===== src/rtl/io_bus_arbiter_if.sv =====
// Shared data-port bundle between CPU/loader requesters and the arbiter.
// Carries the RAM and memory-mapped IO sides of the port as well.
interface io_bus_arbiter_if #(
    parameter int ADDR_WIDTH = 14
);
    logic                  iCpuReq;
    logic                  iCpuWrite;
    logic [31:0]           iCpuAddr;
    logic [31:0]           iCpuWData;
    logic [31:0]           oCpuRData;
    logic                  oCpuDone;
    logic                  oCpuStall;
    logic                  oCpuBusError;
    logic                  iLoadReq;
    logic [ADDR_WIDTH-1:0] iLoadAddr;
    logic [31:0]           iLoadWData;
    logic                  oLoadAck;
    logic [ADDR_WIDTH-1:0] oMemAddr;
    logic [31:0]           oMemWData;
    logic                  oMemWrite;
    logic [31:0]           iMemRData;
    logic [15:0]           oIoSel;
    logic                  oIoWrite;
    logic                  oIoRead;
    logic [31:0]           oIoWData;
    logic [31:0]           iIoRData;
    logic                  iIoAck;

    modport master (
        output iCpuReq, iCpuWrite, iCpuAddr, iCpuWData,
        output iLoadReq, iLoadAddr, iLoadWData,
        output iMemRData, iIoRData, iIoAck,
        input  oCpuRData, oCpuDone, oCpuStall, oCpuBusError,
        input  oLoadAck, oMemAddr, oMemWData, oMemWrite,
        input  oIoSel, oIoWrite, oIoRead, oIoWData
    );

    modport slave (
        input  iCpuReq, iCpuWrite, iCpuAddr, iCpuWData,
        input  iLoadReq, iLoadAddr, iLoadWData,
        input  iMemRData, iIoRData, iIoAck,
        output oCpuRData, oCpuDone, oCpuStall, oCpuBusError,
        output oLoadAck, oMemAddr, oMemWData, oMemWrite,
        output oIoSel, oIoWrite, oIoRead, oIoWData
    );
endinterface


===== src/rtl/io_bus_arbiter.sv =====
// Shares the data port between the CPU and the UART loader, routing CPU
// accesses to data RAM or memory-mapped IO with an ack timeout.
module io_bus_arbiter #(
    parameter int ADDR_WIDTH     = 14,
    parameter int NUM_IO_DEVICES = 3,
    parameter int TIMEOUT_CYCLES = 255
) (
    input logic             iClock,
    input logic             iReset,
    io_bus_arbiter_if.slave bus
);
    localparam int CW = $clog2(TIMEOUT_CYCLES + 1);
    localparam logic [CW-1:0] LAST = CW'(TIMEOUT_CYCLES - 1);

    typedef enum logic [2:0] {
        IDLE, MEM_WR, MEM_RD, MEM_RESP, IO_WAIT, LOAD, DONE
    } stateT;

    stateT                 state, stateNext;
    logic [CW-1:0]         count, countNext;
    logic                  lastWasLoad, lastWasLoadNext;
    logic [ADDR_WIDTH-1:0] memAddr, memAddrNext;
    logic [31:0]           memWData, memWDataNext;
    logic                  memWrite, memWriteNext;
    logic                  loadAck, loadAckNext;
    logic                  cpuDone, cpuDoneNext;
    logic                  cpuBusError, cpuBusErrorNext;
    logic [31:0]           cpuRData, cpuRDataNext;
    logic [15:0]           ioSel, ioSelNext;
    logic                  ioWrite, ioWriteNext;
    logic                  ioRead, ioReadNext;
    logic [31:0]           ioWData, ioWDataNext;

    logic       isIo;
    logic [3:0] ioIdx;
    logic       ioValid;
    logic       loadWins;
    logic       unusedAddr;

    assign isIo     = (bus.iCpuAddr[31:10] == 22'h3FFFFF);
    assign ioIdx    = bus.iCpuAddr[7:4];
    assign ioValid  = {28'd0, ioIdx} < 32'(NUM_IO_DEVICES);
    // Fairness: a pending CPU request beats the loader right after a load.
    assign loadWins = bus.iLoadReq && !(bus.iCpuReq && lastWasLoad);
    assign unusedAddr = ^bus.iCpuAddr[1:0];

    always_comb begin
        stateNext       = state;
        countNext       = count;
        lastWasLoadNext = lastWasLoad;
        memAddrNext     = memAddr;
        memWDataNext    = memWData;
        memWriteNext    = 1'b0;
        loadAckNext     = 1'b0;
        cpuDoneNext     = 1'b0;
        cpuBusErrorNext = 1'b0;
        cpuRDataNext    = cpuRData;
        ioSelNext       = ioSel;
        ioWriteNext     = ioWrite;
        ioReadNext      = ioRead;
        ioWDataNext     = ioWData;
        unique case (state)
            IDLE: begin
                if (loadWins) begin
                    stateNext       = LOAD;
                    memAddrNext     = bus.iLoadAddr;
                    memWDataNext    = bus.iLoadWData;
                    memWriteNext    = 1'b1;
                    loadAckNext     = 1'b1;
                    lastWasLoadNext = 1'b1;
                end else if (bus.iCpuReq) begin
                    lastWasLoadNext = 1'b0;
                    if (!isIo) begin
                        memAddrNext = bus.iCpuAddr[ADDR_WIDTH+1:2];
                        if (bus.iCpuWrite) begin
                            stateNext    = MEM_WR;
                            memWDataNext = bus.iCpuWData;
                            memWriteNext = 1'b1;
                        end else begin
                            stateNext = MEM_RD;
                        end
                    end else if (!ioValid) begin
                        stateNext       = DONE;
                        cpuDoneNext     = 1'b1;
                        cpuBusErrorNext = 1'b1;
                        cpuRDataNext    = 32'd0;
                    end else begin
                        stateNext   = IO_WAIT;
                        countNext   = '0;
                        ioSelNext   = 16'd1 << ioIdx;
                        ioWriteNext = bus.iCpuWrite;
                        ioReadNext  = ~bus.iCpuWrite;
                        ioWDataNext = bus.iCpuWData;
                    end
                end
            end
            LOAD: stateNext = IDLE;
            MEM_WR: begin
                stateNext   = DONE;
                cpuDoneNext = 1'b1;
            end
            MEM_RD: stateNext = MEM_RESP;
            MEM_RESP: begin
                stateNext    = DONE;
                cpuDoneNext  = 1'b1;
                cpuRDataNext = bus.iMemRData;
            end
            IO_WAIT: begin
                if (bus.iIoAck || count == LAST) begin
                    stateNext   = DONE;
                    cpuDoneNext = 1'b1;
                    ioSelNext   = 16'd0;
                    ioWriteNext = 1'b0;
                    ioReadNext  = 1'b0;
                    // An ack on the final cycle still counts as success.
                    if (bus.iIoAck) begin
                        cpuRDataNext = ioRead ? bus.iIoRData : 32'd0;
                    end else begin
                        cpuBusErrorNext = 1'b1;
                        cpuRDataNext    = 32'd0;
                    end
                end else begin
                    countNext = count + 1'b1;
                end
            end
            DONE: stateNext = IDLE;
            default: stateNext = IDLE;
        endcase
    end

    always_ff @(posedge iClock) begin
        if (iReset) begin
            state       <= IDLE;
            count       <= '0;
            lastWasLoad <= 1'b0;
            memAddr     <= '0;
            memWData    <= 32'd0;
            memWrite    <= 1'b0;
            loadAck     <= 1'b0;
            cpuDone     <= 1'b0;
            cpuBusError <= 1'b0;
            cpuRData    <= 32'd0;
            ioSel       <= 16'd0;
            ioWrite     <= 1'b0;
            ioRead      <= 1'b0;
            ioWData     <= 32'd0;
        end else begin
            state       <= stateNext;
            count       <= countNext;
            lastWasLoad <= lastWasLoadNext;
            memAddr     <= memAddrNext;
            memWData    <= memWDataNext;
            memWrite    <= memWriteNext;
            loadAck     <= loadAckNext;
            cpuDone     <= cpuDoneNext;
            cpuBusError <= cpuBusErrorNext;
            cpuRData    <= cpuRDataNext;
            ioSel       <= ioSelNext;
            ioWrite     <= ioWriteNext;
            ioRead      <= ioReadNext;
            ioWData     <= ioWDataNext;
        end
    end

    assign bus.oCpuRData    = cpuRData;
    assign bus.oCpuDone     = cpuDone;
    assign bus.oCpuStall    = bus.iCpuReq & ~cpuDone;
    assign bus.oCpuBusError = cpuBusError;
    assign bus.oLoadAck     = loadAck;
    assign bus.oMemAddr     = memAddr;
    assign bus.oMemWData    = memWData;
    assign bus.oMemWrite    = memWrite;
    assign bus.oIoSel       = ioSel;
    assign bus.oIoWrite     = ioWrite;
    assign bus.oIoRead      = ioRead;
    assign bus.oIoWData     = ioWData;
endmodule


===== src/flat_wrapper.sv =====
// flat-port wrapper written by rule: the top's interface ports become plain ports
module io_bus_arbiter_flat 
#(
    parameter int ADDR_WIDTH     = 14,
    parameter int NUM_IO_DEVICES = 3,
    parameter int TIMEOUT_CYCLES = 255
)
  (iClock, iReset, bus_iCpuReq, bus_iCpuWrite, bus_iCpuAddr, bus_iCpuWData, bus_iLoadReq, bus_iLoadAddr, bus_iLoadWData, bus_iMemRData, bus_iIoRData, bus_iIoAck, bus_oCpuRData, bus_oCpuDone, bus_oCpuStall, bus_oCpuBusError, bus_oLoadAck, bus_oMemAddr, bus_oMemWData, bus_oMemWrite, bus_oIoSel, bus_oIoWrite, bus_oIoRead, bus_oIoWData);
  io_bus_arbiter_if #(.ADDR_WIDTH(ADDR_WIDTH)) bus_i ();
  input logic iClock;
  input logic iReset;
  input wire logic [$bits(bus_i.iCpuReq)-1:0] bus_iCpuReq;
  input wire logic [$bits(bus_i.iCpuWrite)-1:0] bus_iCpuWrite;
  input wire logic [$bits(bus_i.iCpuAddr)-1:0] bus_iCpuAddr;
  input wire logic [$bits(bus_i.iCpuWData)-1:0] bus_iCpuWData;
  input wire logic [$bits(bus_i.iLoadReq)-1:0] bus_iLoadReq;
  input wire logic [$bits(bus_i.iLoadAddr)-1:0] bus_iLoadAddr;
  input wire logic [$bits(bus_i.iLoadWData)-1:0] bus_iLoadWData;
  input wire logic [$bits(bus_i.iMemRData)-1:0] bus_iMemRData;
  input wire logic [$bits(bus_i.iIoRData)-1:0] bus_iIoRData;
  input wire logic [$bits(bus_i.iIoAck)-1:0] bus_iIoAck;
  output wire logic [$bits(bus_i.oCpuRData)-1:0] bus_oCpuRData;
  output wire logic [$bits(bus_i.oCpuDone)-1:0] bus_oCpuDone;
  output wire logic [$bits(bus_i.oCpuStall)-1:0] bus_oCpuStall;
  output wire logic [$bits(bus_i.oCpuBusError)-1:0] bus_oCpuBusError;
  output wire logic [$bits(bus_i.oLoadAck)-1:0] bus_oLoadAck;
  output wire logic [$bits(bus_i.oMemAddr)-1:0] bus_oMemAddr;
  output wire logic [$bits(bus_i.oMemWData)-1:0] bus_oMemWData;
  output wire logic [$bits(bus_i.oMemWrite)-1:0] bus_oMemWrite;
  output wire logic [$bits(bus_i.oIoSel)-1:0] bus_oIoSel;
  output wire logic [$bits(bus_i.oIoWrite)-1:0] bus_oIoWrite;
  output wire logic [$bits(bus_i.oIoRead)-1:0] bus_oIoRead;
  output wire logic [$bits(bus_i.oIoWData)-1:0] bus_oIoWData;
  assign bus_i.iCpuReq = bus_iCpuReq;
  assign bus_i.iCpuWrite = bus_iCpuWrite;
  assign bus_i.iCpuAddr = bus_iCpuAddr;
  assign bus_i.iCpuWData = bus_iCpuWData;
  assign bus_i.iLoadReq = bus_iLoadReq;
  assign bus_i.iLoadAddr = bus_iLoadAddr;
  assign bus_i.iLoadWData = bus_iLoadWData;
  assign bus_i.iMemRData = bus_iMemRData;
  assign bus_i.iIoRData = bus_iIoRData;
  assign bus_i.iIoAck = bus_iIoAck;
  assign bus_oCpuRData = bus_i.oCpuRData;
  assign bus_oCpuDone = bus_i.oCpuDone;
  assign bus_oCpuStall = bus_i.oCpuStall;
  assign bus_oCpuBusError = bus_i.oCpuBusError;
  assign bus_oLoadAck = bus_i.oLoadAck;
  assign bus_oMemAddr = bus_i.oMemAddr;
  assign bus_oMemWData = bus_i.oMemWData;
  assign bus_oMemWrite = bus_i.oMemWrite;
  assign bus_oIoSel = bus_i.oIoSel;
  assign bus_oIoWrite = bus_i.oIoWrite;
  assign bus_oIoRead = bus_i.oIoRead;
  assign bus_oIoWData = bus_i.oIoWData;
  io_bus_arbiter #(.ADDR_WIDTH(ADDR_WIDTH), .NUM_IO_DEVICES(NUM_IO_DEVICES), .TIMEOUT_CYCLES(TIMEOUT_CYCLES)) u_core (.iClock(iClock), .iReset(iReset), .bus(bus_i));
endmodule

===== config.mk =====
export PLATFORM = sky130hd
export DESIGN_NAME = io_bus_arbiter_flat
export DESIGN_NICKNAME = d
export VERILOG_FILES = /design/src/rtl/io_bus_arbiter_if.sv /design/src/rtl/io_bus_arbiter.sv /design/src/flat_wrapper.sv
export SDC_FILE = /design/constraint.sdc
export NUM_CORES = 1
export LEC_CHECK = 0
export CAP_MARGIN = 40
export CORE_ASPECT_RATIO = 0.75
export CORE_MARGIN = 2
export CORE_UTILIZATION = 36
export DETAILED_ROUTE_END_ITERATION = 10
export PLACE_DENSITY = 0.74
export SETUP_SLACK_MARGIN = 0.15
export SKIP_CTS_REPAIR_TIMING = 1
export SYNTH_ARGS = -nofsm -noshare
export SYNTH_HDL_FRONTEND = slang
export SYNTH_SLANG_ARGS = --single-unit

===== constraint.sdc =====
create_clock -name iClock -period 2.35 [get_ports iClock]
set_input_delay 0.47 -clock iClock [delete_from_list [all_inputs] [get_ports iClock]]
set_output_delay 0.47 -clock iClock [all_outputs]
set_load 0.02 [all_outputs]

==> results by group, run 1 <==
Timing
  • Max Slew Vio Count: 0
  • Fmax: 0.4716 GHz
  • Unrepaired setup endpoints after global routing: false
  • Fin crit period: about 2.1 ns
  • Final setup fails: 0
  • Worst Skew: 0.01102 ns
  • Hold Fails Final Rpt: 0
  • Slew margin rel.: 63.30%
  • Crit share post-route: 90.23%
  • Worst slew pin tran: 0.5485 ns

Synth
  • Commonest cells in the netlist: 144 x dfxtp_1, 82 x nand2_1, 47 x and2_1, 46 x inv_1, 42 x a211oi_1
  • Post-synthesis net count: approximately 860
  • Synth Cell Area: ~0.006 mm2
  • Flop and latch count out of synthesis: 144
  • Avg Cell Area, Syn: around 8.8 um2
  • Top_reg_cell synth: dfxtp_1
  • Post-synth top area share: between 40% and 50%
  • Synth area leader: dfxtp_1
  • Dominant cell by count in the synthesized netlist: dfxtp_1
  • Area contributors post-synth: dfxtp_1 48%, a211oi_1 5.2%, nand2_1 5.1%
  • Synth unique cells: between 40 and 50
  • Post-synthesis sequential area ratio: 47.85%
  • Synthesized instance count: 681
  • EDFF count, synth: 0
  • Ys async rst share: 0%
  • Ys Warns: 0

Setup path
  • Crit-path max FO: 7
  • Critical path arrival: around 2.5 ns
  • Crit path kind: in2reg
  • R2R depth: 6
  • Nature of the critical path endpoint: register
  • FF-to-FF Start: u_core.state[0]
  • R2r setup slk: approximately 0.35 ns
  • Worst endpoint required time: roughly 2.7 ns
  • Reg-to-Reg End: u_core.bus.oIoSel[0]
  • Worst setup path endpoint: u_core.bus.oIoSel[0]
  • Crit path from: bus_iCpuAddr[18]
  • Startpoint Class: input pin

Placed design
  • Port buffer count: 310
  • Dpl cell area: slightly below 0.01 mm2
  • Routability cong.: around 0.83
  • Hpwl dp: about 16 mm

Die
  • Initial core utilization: 37.15%
  • I/O pin count: 313
  • Die Height: approximately 120 um
  • Core area: between 0.015 and 0.02 mm2
  • Rows: 40
  • Die width: around 150 um
  • Die ar.: between 0.015 and 0.02 mm2

Worst hold path
  • Worst min path class: reg2reg

Clock network
  • CTS max path bufs: 2
  • Root Buffer: clkbuf_16
  • CTS HTree Levels: 4
  • Clock Pin Slew Worst Setup and Hold Paths: 0.06 ns
  • Clk sink count: between 100 and 150
  • Latest clock arrival within the worst-skew pair: about 0.42 ns
  • CTS tree: done
  • TritonCTS buffer count: 17

Routing
  • Wire length per cell: 18.27 um
  • Routed Antenna Nets: 0
  • Via count: around 6400
  • Final Routed Wirelength: approximately 23 mm
  • Number of DRC markers in iteration 0: roughly 480
  • Met3 WL: 1.783 mm
  • Top routing layer in use: met4
  • Pre-Repair DR Iteration Count: 5
  • Remaining DRCs: 0
  • Routed wl met2: 10.86 mm
  • Routed met1 length: 9.442 mm
  • Via-to-Cell Ratio: approximately 5.2

Cells and area
  • Util after Layout: 64.96%
  • Share of layout cells above drive strength 1: 10.44%
  • Fillers: 1354
  • Syn-to-layout area delta: 74.85%
  • Area of the multi-input gates: approximately 0.0028 mm2
  • Nets: 1194
  • Finished Cell Area: between 0.01 and 0.015 mm2
  • Sequential cell area: a little under 0.003 mm2
  • Antenna diodes: 0

Power
  • Clock power frac: between 30 and 40%
  • Pint: around 0.0057 W
  • Net switching power: ~0.0025 W
  • Flop pwr share: between 30% and 40%
  • Leak: 3.909 nW
  • Sw Share: a little under a third
  • Gate power share: about 30%
  • Pwr dens: slightly below 800 mW/mm2
  • Worst vdd ir: between 400 and 500 uV
  • Total power: roughly 0.0082 W

Global route
  • GRT Overall Usage: 24.19%
  • Remaining Overflow, GRT: 0
  • Largest net degree at the start of global routing: 65
  • Initial antenna violation count: 0
  • First-pass GRT wire length: 33.94 mm
  • Number of global-route vias before repair: ~6300

Status
  • Status: complete, no violations

Job
  • Maxcap violations: 0
## metrics by stage
stage	hold slack (ns)	setup WS [ns]	cells	TNS, ns
global route	0.4718	0.1755	1235	0
detailed placement	0.4431	-0.5695	1194	-57.03
finish	0.4542	0.2297	1235	0
CTS	0.4545	-0.1490	1226	-4.410
global placement	0.4414	-0.4888	1194	-53.69
floorplan	0.4482	0.1888	681	0
## cells by family (layout without fill, tap and decap cells)
kind of cell	after synthesis	in the layout	synth area share [%]
DFF	144	144	47.85
buffers and inverters	103	447	7.144
and+or+nand+nor	211	211	17.24
AOI/OAI and AO/OA	221	221	27.35
adders and majority gates	2	2	0.4153
## placed cells by master, fill, tap and decap left out, types with 4 or more instances in the layout
cell type	instances
a311oi_1	4
nand3b_1	7
dlymetal6s2s_1	17
and2_1	46
a211oi_1	41
nand3_1	9
buf_6	6
clkbuf_16	19
o2bb2ai_1	32
a22oi_1	32
nand4_1	6
inv_1	46
buf_12	9
clkdlybuf4s50_1	292
buf_4	42
a21oi_1	37
a221oi_1	32
nor2_1	37
bufinv_16	4
nand2_1	82
dfxtp_1	144
a31oi_1	6
a2111oi_1	5
o21ai_0	9
## registers in the layout (all words and copies together), names as in the netlist
signal	cells
u_core.bus.oCpuBusError	1
u_core.bus.oCpuDone	1
u_core.bus.oCpuRData	32
u_core.bus.oIoRead	1
u_core.bus.oIoSel	16
u_core.bus.oIoWData	32
u_core.bus.oIoWrite	1
u_core.bus.oLoadAck	1
u_core.bus.oMemAddr	14
u_core.bus.oMemWData	32
u_core.bus.oMemWrite	1
u_core.count	8
u_core.lastWasLoad	1
u_core.state	3
## power groups by stage
stage	combinational, W	sequential [W]	clock [W]
after detailed placement	0.00226	0.00290	0
after CTS	0.00227	0.00286	0.00297
final	0.00239	0.00286	0.00292
after floorplan	0.000785	0.00318	0
after global routing	0.00255	0.00289	0.00308
after global placement	0.00225	0.00290	0
## worst min path at each step
stage / depth (start not counted) / slack [ns] / from / to
2_1_floorplan: 1 / 0.45 / u_core.count[4] / u_core.count[4]
4_1_cts: 2 / 0.45 / u_core.bus.oIoWData[29] / u_core.bus.oIoWData[29]
3_3_place_gp: 1 / 0.44 / u_core.bus.oIoSel[14] / u_core.bus.oIoSel[14]
3_5_place_dp: 1 / 0.44 / u_core.bus.oIoSel[8] / u_core.bus.oIoSel[8]
5_1_grt: 1 / 0.47 / u_core.bus.oIoSel[5] / u_core.bus.oIoSel[5]
6_report: 2 / 0.45 / u_core.bus.oIoWData[29] / u_core.bus.oIoWData[29]
## critical path, stage by stage
cell             delay, ns
clkdlybuf4s50_1       0.45
and4_1                0.24
nand3_1               0.12
buf_4                 0.19
or4_4                 0.54
buf_6                 0.15
nor3_4                0.19
a22o_1                0.14
## area by class of cell
class                           instances  share of cell area [%]
Timing Repair Buffer                  369                   35.73
Sequential cell                       144                   27.37
Multi-Input combinational cell        434                   26.82
Clock buffer                           20                   4.240
Tap cell                              210                   2.494
Clock inverter                         12                   1.710
Inverter                               46                   1.639
## per-layer routing
metal,vias to the layer above,global-route usage (%)
li1,3135,-
met4,0,8.930
met5,-,0
met3,30,7.442
met2,286,40.86
met1,2990,29.45
(Power assumes the default switching activity.)
==> run 2, diff against run 1 <==
Settings changed: CORE_ASPECT_RATIO 0.75 to 0.8.
==> run 2 against run 1 <==
Against the previous run:
- power shrank 4.6%
- die area is essentially flat
- via count is 0.65% higher
- first-iteration DRC count grew 2.1%
- routed wire length shrank 1.9%
- non-clock buffer count is 3 lower
- largest power group is now registers
- hold slack about the same
- largest cell class unchanged
- final cell count up 0.57%
- register-to-register slack improved by 0.09 ns
- combinational power fell by 3%
==> results by group, run 2 (synthesized netlist as in run 1, its figures left out) <==
Status
  • Status: complete, no violations (unchanged)

Setup path
  • Worst endpoint required time: 2.71 ns (about the same)
  • Nature of the critical path endpoint: register (unchanged)
  • Crit path kind: in2reg (unchanged)
  • Worst path cell trace: clkdlybuf4s50_1 -> and4_4 -> nand3_1 -> buf_6 -> or4_4 -> buf_4 -> nor3_4 -> a22o_1 (was clkdlybuf4s50_1 -> and4_1 -> nand3_1 -> buf_4 -> or4_4 -> buf_6 -> nor3_4 -> a22o_1)
  • Crit-path max FO: 7 (unchanged)
  • Slowest CP cell: or4_4 (unchanged)
  • Critical path arrival: 2.47 ns (was 2.48 ns)
  • Critical Path Max Stage Delay: 0.58 ns (was 0.54 ns)
  • Startpoint Class: input pin (unchanged)

Power
  • Pint: 0.005313 W (was 0.005695 W)
  • Total power: 0.007798 W (was 0.008174 W)
  • Gate power share: 29.8% (was 29.3%)
  • Flop pwr share: 36.5% (was 35.0%)
  • Leak: 3.857 nW (was 3.909 nW)
  • Pwr dens: 745.7 mW/mm2 (was 776.0 mW/mm2)
  • Net switching power: 0.002484 W (was 0.002479 W)
  • Clock power frac: 33.7% (was 35.7%)
  • Worst vdd ir: 590.7 uV (was 446.8 uV)
  • Sw Share: 31.86% (was 30.33%)

Global route
  • First-pass GRT wire length: 33.24 mm (was 33.94 mm)
  • Number of global-route vias before repair: 6235 (was 6331)
  • Initial antenna violation count: 0 (unchanged)
  • GR Util met1: 29.10% (was 29.45%)
  • GRT Overall Usage: 23.68% (was 24.19%)
  • GRT Max-Usage Layer: met2 (unchanged)
  • Largest net degree at the start of global routing: 55 (was 65)
  • Remaining Overflow, GRT: 0 (unchanged)
  • Met3 Use GR: 8.365% (was 7.442%)
  • Met2 usage: 38.83% (was 40.86%)

Clock network
  • Clock Pin Slew Worst Setup and Hold Paths: 0.07 ns (was 0.06 ns)
  • Clk sink count: 144 (unchanged)
  • CTS HTree Levels: 4 (unchanged)
  • CTS tree: done (unchanged)
  • CTS max path bufs: 2 (unchanged)
  • Latest clock arrival within the worst-skew pair: 0.41 ns (was 0.42 ns)
  • Root Buffer: clkbuf_16 (unchanged)
  • TritonCTS buffer count: 17 (unchanged)

Cells and area
  • Nets: 1191 (was 1194)
  • Fillers: 1416 (was 1354)
  • Most common cell after layout, fill and taps aside: clkdlybuf4s50_1 (unchanged)
  • Sequential cell area: 0.002883 mm2 (unchanged)
  • Area of the multi-input gates: 0.002834 mm2 (was 0.002825 mm2)
  • Most frequent cells in the layout: 292 x clkdlybuf4s50_1, 144 x dfxtp_1, 81 x nand2_1 (was 292 x clkdlybuf4s50_1, 144 x dfxtp_1, 82 x nand2_1)
  • Share of layout cells above drive strength 1: 10.76% (was 10.44%)
  • Final std cells w/o fill: 1242 (was 1235)
  • Syn-to-layout area delta: 73.56% (was 74.85%)
  • Antenna diodes: 0 (unchanged)

Job
  • Maxcap violations: 0 (unchanged)

Routing
  • Routed Antenna Nets: 0 (unchanged)
  • Number of DRC markers in iteration 0: 487 (was 477)
  • Pre-Repair DR Iteration Count: 7 (was 5)
  • Remaining DRCs: 0 (unchanged)
  • Final Routed Wirelength: 22.14 mm (was 22.56 mm)
  • Via count: 6483 (was 6441)
  • Via-to-Cell Ratio: 5.220 (was 5.215)
  • Wire length per cell: 17.83 um (was 18.27 um)

Placed design
  • Routability cong.: 0.8656 (was 0.8345)
  • Port buffer count: 310 (unchanged)
  • Cells after DPL: 1203 (was 1194)
  • Hpwl dp: 15.55 mm (was 15.92 mm)

Worst hold path
  • Worst min path class: reg2reg (unchanged)

Timing
  • Unrepaired setup endpoints after global routing: false (unchanged)
  • Fmax: 0.4722 GHz (was 0.4716 GHz)
  • Worst Skew: 0.006383 ns (was 0.01102 ns)
  • Fin crit period: 2.118 ns (was 2.120 ns)
  • Max Slew Vio Count: 0 (unchanged)
  • Final setup fails: 0 (unchanged)
  • Hold Fails Final Rpt: 0 (unchanged)
  • Crit share post-route: 90.11% (was 90.23%)
  • Slew margin rel.: 60.32% (was 63.30%)
  • Worst slew pin tran: 0.5952 ns (was 0.5485 ns)

Die
  • I/O pin count: 313 (unchanged)
  • Rows: 42 (was 40)
  • Die Height: 119.7 um (was 116.0 um)
  • Die width: 148.6 um (was 153.4 um)
  • Initial core utilization: 36.63% (was 37.15%)
  • Core area: 0.01645 mm2 (was 0.01622 mm2)
  • Die ar.: 0.01779 mm2 (was 0.01780 mm2)
## run 2: cell count changes in the layout (fill, tap and decap cells not counted), sizes merged
cell,previous run,this run
inv,49,53
clkbuf,22,20
clkinv,3,2
clkinvlp,2,5
bufinv,4,1
buf,58,54
## run 2: routing by layer
| metal | routed length, um | part of all wire [%] |
|---|---|---|
| met1 | 9147 | 41 |
| met2 | 10370 | 47 |
| met3 | 2051 | 9.3 |
| met4 | 575 | 2.6 |
| met5 | 0 | 0 |
## run 2: path summary, 6_finish.rpt
check / start / end / slack [ns] / depth (start not counted)
max: bus_iCpuAddr[20] / u_core.bus.oIoSel[2] / 0.23 / 8
min: u_core.bus.oMemWData[4] / u_core.bus.oMemWData[4] / 0.45 / 2
max reg2reg: u_core.count[1] / u_core.bus.oCpuRData[26] / 0.44 / 7
min reg2reg: u_core.bus.oMemWData[4] / u_core.bus.oMemWData[4] / 0.45 / 2
## run 2: power by group through the flow
stage / sequential, W / combinational [W] / clock [W]
6_report: 0.00285 / 0.00232 / 0.00263
5_1_grt: 0.00288 / 0.00248 / 0.00281
4_1_cts: 0.00285 / 0.00225 / 0.00268
3_5_place_dp: 0.00290 / 0.00224 / 0
3_3_place_gp: 0.00289 / 0.00223 / 0
2_1_floorplan: 0.00318 / 0.000785 / 0
## run 2: cell type report
type                    count  share of cell area, %
repair buffers            366                  35.53
clock inverters            15                  1.448
clock buffers              17                  4.068
well taps                 220                  2.633
flip-flops and latches    144                  27.57
multi-input cells         434                  27.10
inverters                  46                  1.651
## run 2: critical path, delay by kind of cell
family	cells	cell delay, ns
buffers and inverters	3	0.80
AOI/OAI and AO/OA	1	0.15
and+or+nand+nor	4	1.05
## run 2: metrics by stage
step                TNS (ns)  util (%)  setup slack (ns)  instance area [um2]  hold WS [ns]
finish                     0     63.57            0.2323                10460        0.4538
global placement      -54.78     58.34           -0.5198                 9595        0.4403
floorplan                  0         -            0.1888                 6038        0.4482
global route               0     63.57            0.1675                10460        0.4665
detailed placement    -58.30     58.37           -0.5704                 9600        0.4431
CTS                   -5.715     61.87           -0.1298                10180        0.4554
